### config.mk
export PLATFORM = sky130hd
export DESIGN_NAME = sdram_rd_burst
export DESIGN_NICKNAME = d
export VERILOG_FILES = /design/src/rtl/sdram_rd_burst.sv
export SDC_FILE = /design/constraint.sdc
export NUM_CORES = 1
export LEC_CHECK = 0
export CAP_MARGIN = 0
export CORE_MARGIN = 4
export CORE_UTILIZATION = 37
export DETAILED_ROUTE_END_ITERATION = 16
export SYNTH_ARGS = -nofsm -noshare
export SYNTH_HDL_FRONTEND = slang
export SYNTH_SLANG_ARGS = --single-unit
### constraint.sdc
create_clock -name sclk -period 5.24 [get_ports sclk]
set_input_delay 0.524 -clock sclk [delete_from_list [all_inputs] [get_ports sclk]]
set_output_delay 0.524 -clock sclk [all_outputs]
set_load 0.02 [all_outputs]
### src/rtl/sdram_rd_burst.sv
// rtl/sdram_rd_burst.sv - SDRAM read-burst engine: ACT/READ/PRE sequencing with grant yield and page carry.
module sdram_rd_burst #(
    parameter int DW     = 16,
    parameter int ROW_W  = 12,
    parameter int COL_W  = 9,
    parameter int BANK_W = 2,
    parameter int LEN_W  = 8,
    parameter int BURST  = 4,
    parameter int CASL   = 3,
    parameter int TRCD   = 2,
    parameter int TRP    = 2
) (
    input  logic                           sclk,
    input  logic                           srst_n,
    input  logic                           rd_trig,
    input  logic [LEN_W-1:0]               rd_len,
    input  logic [BANK_W+ROW_W+COL_W-1:0]  rd_addr,
    input  logic                           rd_en,
    output logic                           flag_rd_ask,
    output logic                           flag_rd_end,
    output logic                           rd_busy,
    output logic [DW-1:0]                  rd_data,
    output logic                           rd_data_en,
    output logic [3:0]                     sdram_cmd,
    output logic [ROW_W-1:0]               sdram_addr,
    output logic [BANK_W-1:0]              sdram_bank,
    input  logic [DW-1:0]                  sdram_data
);
    localparam int AW    = BANK_W + ROW_W + COL_W;
    localparam int CMAX  = (BURST > TRCD) ? ((BURST > TRP) ? BURST : TRP)
                                          : ((TRCD > TRP) ? TRCD : TRP);
    localparam int CNT_W = $clog2(CMAX + 1);
    localparam int WIN_W = $clog2(BURST + 1);

    localparam logic [3:0]       CMD_NOP    = 4'b0111;
    localparam logic [3:0]       CMD_ACT    = 4'b0011;
    localparam logic [3:0]       CMD_RD     = 4'b0101;
    localparam logic [3:0]       CMD_PRE    = 4'b0010;
    localparam logic [AW-1:0]    BURST_A    = AW'(BURST);
    localparam logic [WIN_W-1:0] BURST_W    = WIN_W'(BURST);
    localparam logic [CNT_W-1:0] BURST_LAST = CNT_W'(BURST - 1);
    localparam logic [CNT_W-1:0] TRCD_LAST  = CNT_W'(TRCD - 1);
    localparam logic [CNT_W-1:0] TRP_LAST   = CNT_W'(TRP - 1);

    typedef enum logic [4:0] {
        S_IDLE = 5'b00001,
        S_ASK  = 5'b00010,
        S_ACT  = 5'b00100,
        S_RD   = 5'b01000,
        S_PRE  = 5'b10000
    } state_t;

    state_t            state_q, state_d;
    logic [CNT_W-1:0]  cnt_q, cnt_d;
    logic [AW-1:0]     addr_q, addr_d;
    logic [LEN_W-1:0]  rem_q, rem_d;
    logic              page_q, page_d;
    logic              busy_q, busy_d;
    logic [3:0]        cmd_q, cmd_d;
    logic [ROW_W-1:0]  sa_q, sa_d;
    logic [BANK_W-1:0] sb_q, sb_d;
    logic [WIN_W-1:0]  win_q, win_d;
    logic [CASL:0]     en_sh_q;
    logic [DW-1:0]     data_q;

    logic [AW-1:0]     addr_nx;
    logic [ROW_W-1:0]  rd_a;
    logic [ROW_W-1:0]  pre_a;

    assign addr_nx = addr_q + BURST_A;

    // READ carries the column with A10 low (no auto-precharge); PRE uses A10 high (all banks).
    always_comb begin
        rd_a              = '0;
        rd_a[COL_W-1:0]   = addr_q[COL_W-1:0];
        rd_a[10]          = 1'b0;
        pre_a             = '0;
        pre_a[10]         = 1'b1;
    end

    always_comb begin
        state_d     = state_q;
        cnt_d       = cnt_q;
        addr_d      = addr_q;
        rem_d       = rem_q;
        page_d      = page_q;
        busy_d      = busy_q;
        cmd_d       = CMD_NOP;
        sa_d        = sa_q;
        sb_d        = sb_q;
        win_d       = (win_q != '0) ? win_q - 1'b1 : '0;
        flag_rd_ask = (state_q == S_ASK);
        flag_rd_end = 1'b0;
        unique case (state_q)
            S_IDLE: begin
                if (rd_trig && rd_len != '0) begin
                    addr_d  = rd_addr;
                    rem_d   = rd_len;
                    busy_d  = 1'b1;
                    state_d = S_ASK;
                end
            end
            S_ASK: begin
                if (rd_en) begin
                    state_d = S_ACT;
                    cnt_d   = '0;
                end
            end
            S_ACT: begin
                if (cnt_q == '0) begin
                    cmd_d  = CMD_ACT;
                    sa_d   = addr_q[COL_W +: ROW_W];
                    sb_d   = addr_q[AW-1 -: BANK_W];
                    page_d = 1'b0;
                end
                if (cnt_q == TRCD_LAST) begin
                    state_d = S_RD;
                    cnt_d   = '0;
                end else begin
                    cnt_d = cnt_q + 1'b1;
                end
            end
            S_RD: begin
                cnt_d = (cnt_q == BURST_LAST) ? '0 : cnt_q + 1'b1;
                if (cnt_q == '0) begin
                    // page_q means the previous READ wrapped the column: the open row is finished.
                    if (rem_q == '0 || page_q || !rd_en) begin
                        cmd_d   = CMD_PRE;
                        sa_d    = pre_a;
                        state_d = S_PRE;
                        cnt_d   = '0;
                    end else begin
                        cmd_d  = CMD_RD;
                        sa_d   = rd_a;
                        sb_d   = addr_q[AW-1 -: BANK_W];
                        rem_d  = rem_q - 1'b1;
                        addr_d = addr_nx;
                        page_d = (addr_nx[COL_W-1:0] == '0);
                        win_d  = BURST_W;
                    end
                end
            end
            S_PRE: begin
                if (cnt_q == TRP_LAST) begin
                    cnt_d = '0;
                    if (rem_q == '0) begin
                        flag_rd_end = 1'b1;
                        busy_d      = 1'b0;
                        state_d     = S_IDLE;
                    end else if (rd_en) begin
                        state_d = S_ACT;
                    end else begin
                        flag_rd_end = 1'b1;
                        state_d     = S_ASK;
                    end
                end else begin
                    cnt_d = cnt_q + 1'b1;
                end
            end
            default: state_d = S_IDLE;
        endcase
    end

    always_ff @(posedge sclk or negedge srst_n) begin
        if (!srst_n) begin
            state_q <= S_IDLE;
            cnt_q   <= '0;
            addr_q  <= '0;
            rem_q   <= '0;
            page_q  <= 1'b0;
            busy_q  <= 1'b0;
            cmd_q   <= CMD_NOP;
            sa_q    <= '0;
            sb_q    <= '0;
            win_q   <= '0;
            en_sh_q <= '0;
            data_q  <= '0;
        end else begin
            state_q <= state_d;
            cnt_q   <= cnt_d;
            addr_q  <= addr_d;
            rem_q   <= rem_d;
            page_q  <= page_d;
            busy_q  <= busy_d;
            cmd_q   <= cmd_d;
            sa_q    <= sa_d;
            sb_q    <= sb_d;
            win_q   <= win_d;
            // Valid window is delayed by CAS latency plus the input register stage.
            en_sh_q <= {en_sh_q[CASL-1:0], (win_q != '0)};
            data_q  <= sdram_data;
        end
    end

    assign rd_busy    = busy_q;
    assign rd_data    = data_q;
    assign rd_data_en = en_sh_q[CASL];
    assign sdram_cmd  = cmd_q;
    assign sdram_addr = sa_q;
    assign sdram_bank = sb_q;

endmodule

# Word-level counts from Yosys, hierarchy flattened
# Index checks and enable logic that the tools add are counted.
# classes
reduce_logical,20
n_eq_ne,16
mux,51
add_sub_neg,4
# ops
op,n
$mux W23,3
$pmux W23 S2,1
$mux W3,14
$mux W5,6
$pmux W5 S5,1
$mux W12,2
$mux W8,3
$pmux W12 S2,1
$add A23 B3 Y23 const B,1
$ne A2 B2 Y1 const B,9
$pmux W8 S2,1
$reduce_and A4 Y1,3
$mux W11,1
$mux W1,10
$logic_not A9 Y1,1
$pmux W3 S3,1
$logic_not A8 Y1,1
$reduce_bool A8 Y1,1
$sub A8 B1 Y8 const B,1
$mux W2,3
$pmux W3 S2,1
$reduce_and A6 Y1,1
$reduce_bool A2 Y1,3
$reduce_bool A3 Y1,2
other kinds (18),20
# word_totals
out_inout_bits,38
inputBits,51
register_bits,82
wordCells,103

# Depth between registers and ports, before layout
# Gate-level depths: netlist of the first run.
# depth
word_depth,6
ltp_mapped,9
depth_no_buf,7

# Worst setup path after synthesis of the first run
# No wires, ideal clock.
# synth_path
kind,input to register
start,input rd_len[2]
end,register addr_q[21]
path_stages,6
slack_ns,3.119
required_time_ns,5.122
t_arrival_ns,2.003
setup_time_ns,0.118
n_path_buf,1
cell_sequence,or4_1 o2111a_2 a31oi_4 buf_6 nor2_2 o2bb2a_4
# synth_via
elab_chain_cells,4
# synth_lines
element,line,rtl
from (decl),16,"input logic [LEN_W-1:0] rd_len,"
$reduce_bool A8 Y1,96,if (rd_trig && rd_len != '0) begin
$logic_and A1 B1 Y1,96,
$ne A2 B2 Y1 (no source line),--,
$reduce_and A4 Y1 (no source line),--,
to (signal assigned),181,addr_q <= addr_d;
to (decl),55,"logic [AW-1:0] addr_q, addr_d;"
# No other way between the ends.
# A chain may end at the register's enable or synchronous reset.

# Worst setup path in the final report of the first run
# layout_path
start,register rem_q[0]
end,output flag_rd_end
# layout_via
elab_chain_cells,4
# layout_lines
element,line,rtl
from (decl),56,"logic [LEN_W-1:0] rem_q, rem_d;"
from (signal assigned),182,rem_q <= rem_d;
$logic_not A8 Y1,146,if (rem_q == '0) begin
$mux W1,146,
$mux W1,144,if (cnt_q == TRP_LAST) begin
$mux W1,94,unique case (state_q)
to (decl),20,"output logic flag_rd_end,"
# No other way between the ends.

==> metrics.csv, run 1 <==
stage;metric;value;unit
status;status;completed;
place;placed_area;5041;µm²
detailed_routing;dr_total_vias;3468;
sta;relSlewSlack;0.3257;
synth;synth-edff-count;0;
sta;final.setup_skew;11.51;ps
power;ir_worst_vdd;222.0;µV
synth;synth_area_leaders;dfrtp_1 47%, nor2_1 3.9%, a21oi_1 3.9%;
clock_network;clock-sinks;81;
setup_path;start_kind;flip-flop;
floorplan;die_x;113.6;µm
synth;syn_nets;476;
final_layout;most-common-layout-cells;86 x clkdlybuf4s50_1, 77 x dfrtp_1, 43 x nor2_1;
sta;hold_viol;0;
clock_network;root_buffer;clkbuf_8;
synth;ys_ff_latch;81;
setup_path;critPathRequiredTime;4720;ps
detailed_routing;drt_pass1_iterations;4;
power;sequentialPowerShare;0.416;
power;switching_share;0.3847;
place;place_hpwl;7384;µm
power;p_comb_frac;0.389;
detailed_routing;drc;0;
power;power.total;2.620;mW
detailed_routing;post_drt_wl_per_cell;16.61;µm
clock_network;clk_latency;360;ps
setup_path;cp.arrival;2490;ps
clock_network;numCtsBuffers;9;
job;drv_cap;0;
detailed_routing;wl;10520;µm
power;power_density;497.9;nW/µm²
place;gp_congestion;0.8195;
detailed_routing;drtIter0Drc;216;
place;dp_slack;2223;ps
grt;grt_pass1_vias;3357;
detailed_routing;routed_via_density;5.479;
final_layout;design_area;5261;µm²
final_layout;nets;548;
floorplan;ios;89;
setup_path;path_class;reg2out;
synth;postSynthCellCount;416;
sta;layout_setup_ws;2226;ps
floorplan;num_rows;38;
power;p_sw;1.008;mW
synth;synth_area;4129;µm²
sta;fmax;331.8;MHz
synth;ys_types;66;
floorplan;die-area;12910;µm²
sta;period_minus_slack;3014;ps
synth;synthFlopType;dfrtp_1;
clock_network;clockBufferDepth;2;
floorplan;die_h;113.6;µm
floorplan;initial_core_util;0.3792;
grt;grt-ovfl-total;0;
synth;avgSynthCellArea;9.925;µm²
power;p_clk_frac;0.195;
grt;grt.total_usage;0.1648;
synth;yosys.area.top_type;dfrtp_1;
clock_network;h-tree-depth;3;
detailed_routing;postRouteAntennaNets;0;
place;port_buffers;87;
clock_network;cts_resized;0;
setup_path;worstSetupEndpointType;primary output;
final_layout;drive_above_1_share;0.09736;
floorplan;coreArea;10890;µm²
synth;synth_warnings;0;
sta;grt_setup_unrepaired;no;
clock_network;cts_tree;built;
final_layout;layout_commonest_cell;clkdlybuf4s50_1;
sta;slew_violations;0;
setup_path;path_max_fanout;5;
clock_network;hold_buffers;0;
sta;worst-slew-pin-transition;1011;ps
clock_network;clk_pin_slew;90;ps
power;p_int;1.612;mW
synth;synthArstFlopShare;1.000;
synth;netlist.area_leader.share;0.4667;
sta;setup_viol;0;
grt;antenna_found_initial;0;
sta;final.setup.tns;0;ps
final_layout;syn2layout_area_growth;27.42;%
hold_path;hold_path.class;in2async;
final_layout;diodes;0;
clock_network;cts_setup_buffers;0;
synth;ys_seq_area_frac;0.4921;
sta;period_share;0.5752;
power;power_leakage;2.109;nW
grt;grt_max_degree;52;
grt;grt_pass1_wl;16960;µm
==> cells in the mapped netlist, drive strengths merged (5+ instances only) <==
cell / instances
nor2: 47
ha: 9
clkbuf: 9
nor4: 6
nor3: 5
o21ai: 27
buf: 18
inv: 18
mux2: 5
nand2: 34
o2bb2a: 8
nand3: 22
o22ai: 10
dfrtp: 77
a21oi: 32
a221oi: 9
==> final cells by class <==
cell class	instances	area (µm²)
multi-input combinational	290	1891
inverter	18	67.56
timing repair buffer	88	875.8
tap	140	175.2
clock buffer	11	141.4
sequential	81	2032
clock inverter	5	78.83
fill	1065	5627
==> layer usage <==
layer  share of wire  track usage  up-vias
li1                -            -     1659
met1            0.46       0.2267     1707
met2            0.48       0.2599       92
met3           0.048      0.02865       10
met4           0.011      0.06410        0
met5               0            0        -
==> kinds of logic (layout without fill, tap and decap cells) <==
logic type	count (synthesis)	count (layout)	share of synthesized area
and+or+nand+nor	140	140	0.1673
adders and majority gates	9	9	0.02727
xor gates and xnor gates	4	4	0.008486
AOI/OAI and AO/OA	127	127	0.2303
buffers and inverters	45	122	0.05030
other	1	1	0.0009082
muxes	9	9	0.02333
DFF	81	81	0.4921
==> critical path, cell delays in order, from the launching register on <==
cell and delay [ps]:
dfrtp_1 380, inv_1 110, ha_1 160, nor3b_1 320
nand2_1 210, a211oi_1 310, clkdlybuf4s50_1 650
==> worst paths after layout <==
kind                            start     endpoint  slack (ps)  cells after the start
max                          rem_q[0]  flag_rd_end        2230                      6
min                            srst_n   addr_q[19]         100                      1
max reg2reg                state_q[4]     rem_q[1]        2410                      5
min reg2reg                en_sh_q[1]   en_sh_q[2]         350                      0
max in group asynchronous      srst_n   state_q[2]        4170                      2
min in group sclk          en_sh_q[1]   en_sh_q[2]         350                      0
==> power groups by stage <==
stage / registers [mW] / clock network [mW] / logic [mW]
6_report: 1.09 / 0.510 / 1.02
2_1_floorplan: 1.09 / 0 / 0.685
3_3_place_gp: 1.09 / 0 / 1.00
5_1_grt: 1.12 / 0.551 / 1.12
3_5_place_dp: 1.10 / 0 / 1.03
4_1_cts: 1.09 / 0.520 / 1.03
==> sequential cells by signal, indices dropped and copies added, names as in the netlist <==
signal and flops:
sdram_addr 12, cnt_q 3, rd_data 16, addr_q 23, rem_q 8, rd_busy 1
sdram_cmd 3, en_sh_q 4, win_q 3, sdram_bank 2, state_q 5, page_q 1
==> per-stage QoR <==
stage | instances | hold WS (ps) | utilization
global route | 633 | 133.5 | 0.4832
detailed placement | 617 | 334.7 | 0.4630
finish | 633 | 101.3 | 0.4832
global placement | 617 | 333.5 | 0.4630
floorplan | 416 | 228.4 | -
CTS | 633 | 115.0 | 0.4832
Note: power is estimated with default switching activity, not from simulation.
==> inputs of run 2 (changes only) <==
==> constraint.sdc (replaced) <==
create_clock -name sclk -period 2.4 [get_ports sclk]
set_input_delay 0.24 -clock sclk [delete_from_list [all_inputs] [get_ports sclk]]
set_output_delay 0.24 -clock sclk [all_outputs]
set_load 0.02 [all_outputs]
==> metrics.csv, run 2 (same netlist as run 1, synthesis figures left out) <==
stage;metric;value;unit;change
sta;relSlewSlack;0.6498;;+0.3241
power;p_int;3.645;mW;+130%
place;port_buffers;87;;unchanged
setup_path;worst-path-buf-inv;2;;unchanged
power;power_density;1066;nW/µm²;+110%
detailed_routing;postRouteAntennaNets;0;;unchanged
sta;worst-slew-pin-transition;525.4;ps;-486.1 ps
final_layout;largest_reg_flops;23;;unchanged
detailed_routing;wl;10410;µm;-0.97%
final_layout;nets;571;;+4.2%
clock_network;numCtsBuffers;9;;unchanged
power;ir_worst_vdd;490.0;µV;+120%
final_layout;drive_above_1_share;0.1415;;+0.04411
setup_path;crit_family;buffers and inverters;;
floorplan;initial_core_util;0.3792;;unchanged
final_layout;fill_cells;1026;;-3.7%
clock_network;clockBufferDepth;2;;unchanged
sta;setup_viol;0;;unchanged
detailed_routing;post_drt_wl_per_cell;15.87;µm;-4.4%
setup_path;timing.rr.start;state_q[4];;
floorplan;coreArea;10890;µm²;unchanged
clock_network;cts_tree;built;;
setup_path;cpMaxStageDelayCell;clkdlybuf4s50_1;;
clock_network;clk_latency;360;ps;about the same
power;power_leakage;2.243;nW;+6.3%
detailed_routing;drc;0;;unchanged
setup_path;start_kind;flip-flop;;
setup_path;critPathMaxStageDelay;620;ps;-30 ps
power;p_clk_frac;0.192;;-0.003
status;status;completed;;
grt;grt_pass1_wl;16820;µm;-0.85%
power;p_comb_frac;0.407;;+0.018
grt;grt_max_degree;46;;-12%
sta;period_minus_slack;2273;ps;
floorplan;ios;89;;unchanged
power;p_sw;2.213;mW;+120%
clock_network;h-tree-depth;3;;unchanged
sta;period_share;0.9469;;
sta;hold_viol;0;;unchanged
setup_path;critPathRequiredTime;2160;ps;-2560 ps
final_layout;multi_input_area;1902;µm²;+0.60%
setup_path;path_cells;nor2_1, nand3_1, inv_1, clkdlybuf4s50_1;;
setup_path;worstSetupEndpointType;primary output;;
floorplan;die-area;12910;µm²;unchanged
grt;grt_pass1_vias;3323;;-1.0%
floorplan;die_x;113.6;µm;unchanged
clock_network;root_buffer;clkbuf_8;;
detailed_routing;drtIter0Drc;166;;-23%
floorplan;die_h;113.6;µm;unchanged
hold_path;hold_path.class;in2reg;;
clock_network;clock-sinks;81;;unchanged
grt;grt-ovfl-total;0;;unchanged
place;place_hpwl;7475;µm;+1.2%
sta;slew_violations;0;;unchanged
sta;final.setup_skew;10.73;ps;-0.7796 ps
final_layout;ff_latch_area;2032;µm²;unchanged
setup_path;critPathLaunch;state_q[2];;
sta;fmax;440.0;MHz;
power;sequentialPowerShare;0.401;;-0.015
floorplan;num_rows;38;;unchanged
setup_path;path_class;reg2out;;
sta;final.setup.tns;0;ps;unchanged
power;power.total;5.858;mW;+120%
place;gp_congestion;0.8544;;+4.3%
final_layout;regMostFlops;addr_q;;
setup_path;path_max_fanout;10;;+5
final_layout;diodes;0;;unchanged
grt;antenna_found_initial;0;;unchanged
job;drv_cap;0;;unchanged
detailed_routing;routed_via_density;5.346;;-2.4%
sta;grt_setup_unrepaired;no;;
setup_path;cp.arrival;2030;ps;-460 ps
clock_network;clk_pin_slew;80;ps;about the same
hold_path;hold_start;sdram_data[0];;
grt;grt.total_usage;0.1625;;-0.002290
power;switching_share;0.3777;;-0.007028
final_layout;layout_commonest_cell;clkdlybuf4s50_1;;
final_layout;most-common-layout-cells;85 x clkdlybuf4s50_1, 77 x dfrtp_1, 43 x nor2_1;;
final_layout;syn2layout_area_growth;33.03;%;
detailed_routing;drt_pass1_iterations;5;;+1
detailed_routing;dr_total_vias;3507;;+1.1%
==> run 2: cell types whose count changed in the layout (fill, tap and decap cells not counted), sizes merged <==
cell / before / now
clkinv: 3 / 4
clkdlybuf4s50: 86 / 85
dlygate4sd2: 0 / 1
dlygate4sd3: 0 / 1
buf: 2 / 24
clkbuf: 11 / 10
==> run 2: worst paths after layout <==
path                            cells past startpoint           end  slack (ps)
worst max-delay path                                4   flag_rd_ask         130
worst max register to register                      6    addr_q[16]         230
max in group asynchronous                           3  sdram_cmd[1]        1340
min in group asynchronous                           2    rd_data[2]         400
worst min-delay path                                1    rd_data[0]         320
worst min register to register                      0    en_sh_q[3]         350
==> run 2: power by group through the flow <==
stage	combinational, mW	sequential [mW]	clock [mW]
after global routing	2.63	2.42	1.22
after global placement	2.36	2.35	0
after detailed placement	2.40	2.36	0
after CTS	2.41	2.34	1.17
final	2.38	2.35	1.13
after floorplan	1.50	2.37	0
==> run 2: cell type report <==
type	instances	share of cell area
clock buffers	10	0.02506
repair buffers	111	0.1979
flip-flops and latches	81	0.3699
well taps	140	0.03189
clock inverters	6	0.01663
multi-input cells	290	0.3462
inverters	18	0.01230
==> run 2: per-stage QoR <==
stage / cells / hold slack, ps / utilization / worst slack [ps] / cell area, µm²
4_1_cts: 656 / 296.0 / 0.5045 / 105.9 / 5493
3_5_place_dp: 639 / 254.6 / 0.4816 / 15.67 / 5244
5_1_grt: 656 / 288.5 / 0.5045 / 10.53 / 5493
6_report: 656 / 315.2 / 0.5045 / 127.3 / 5493
2_1_floorplan: 416 / -55.59 / - / 471.2 / 4129
3_3_place_gp: 639 / 249.6 / 0.4816 / 59.00 / 5244
==> run 2: worst register-to-register path: cells and delay by family, from the launching register on <==
family / cells / cell delay (ps)
DFF: 1 / 550
and+or+nand+nor: 3 / 860
buffers and inverters: 1 / 240
AOI/OAI and AO/OA: 2 / 410
==> run 2: repair_timing <==
item | CTS | global route
setup endpoints to repair | 1 | 0
buffers inserted | 0 | 0
hold buffers | 1 | 0
gates resized for setup | 3 | 0
hold endpoints to repair | 35 | 0
==> run 2: metal layers <==
metal | wire length [µm] | GRT usage | vias up
met5 | 0 | 0 | -
met4 | 105 | 0.04808 | 0
li1 | - | - | 1714
met1 | 4833 | 0.2204 | 1682
met2 | 4893 | 0.2595 | 104
met3 | 581 | 0.03873 | 7
==> inputs of run 3 (changes only) <==
--- a/config.mk
+++ b/config.mk
@@ -9,6 +9,7 @@
 export CORE_MARGIN = 4
 export CORE_UTILIZATION = 37
 export DETAILED_ROUTE_END_ITERATION = 16
+export SLEW_MARGIN = 20
 export SYNTH_ARGS = -nofsm -noshare
 export SYNTH_HDL_FRONTEND = slang
 export SYNTH_SLANG_ARGS = --single-unit
==> results of run 3 <==
Same layout as run 2: the final DEF is identical, and so are final timing and power.
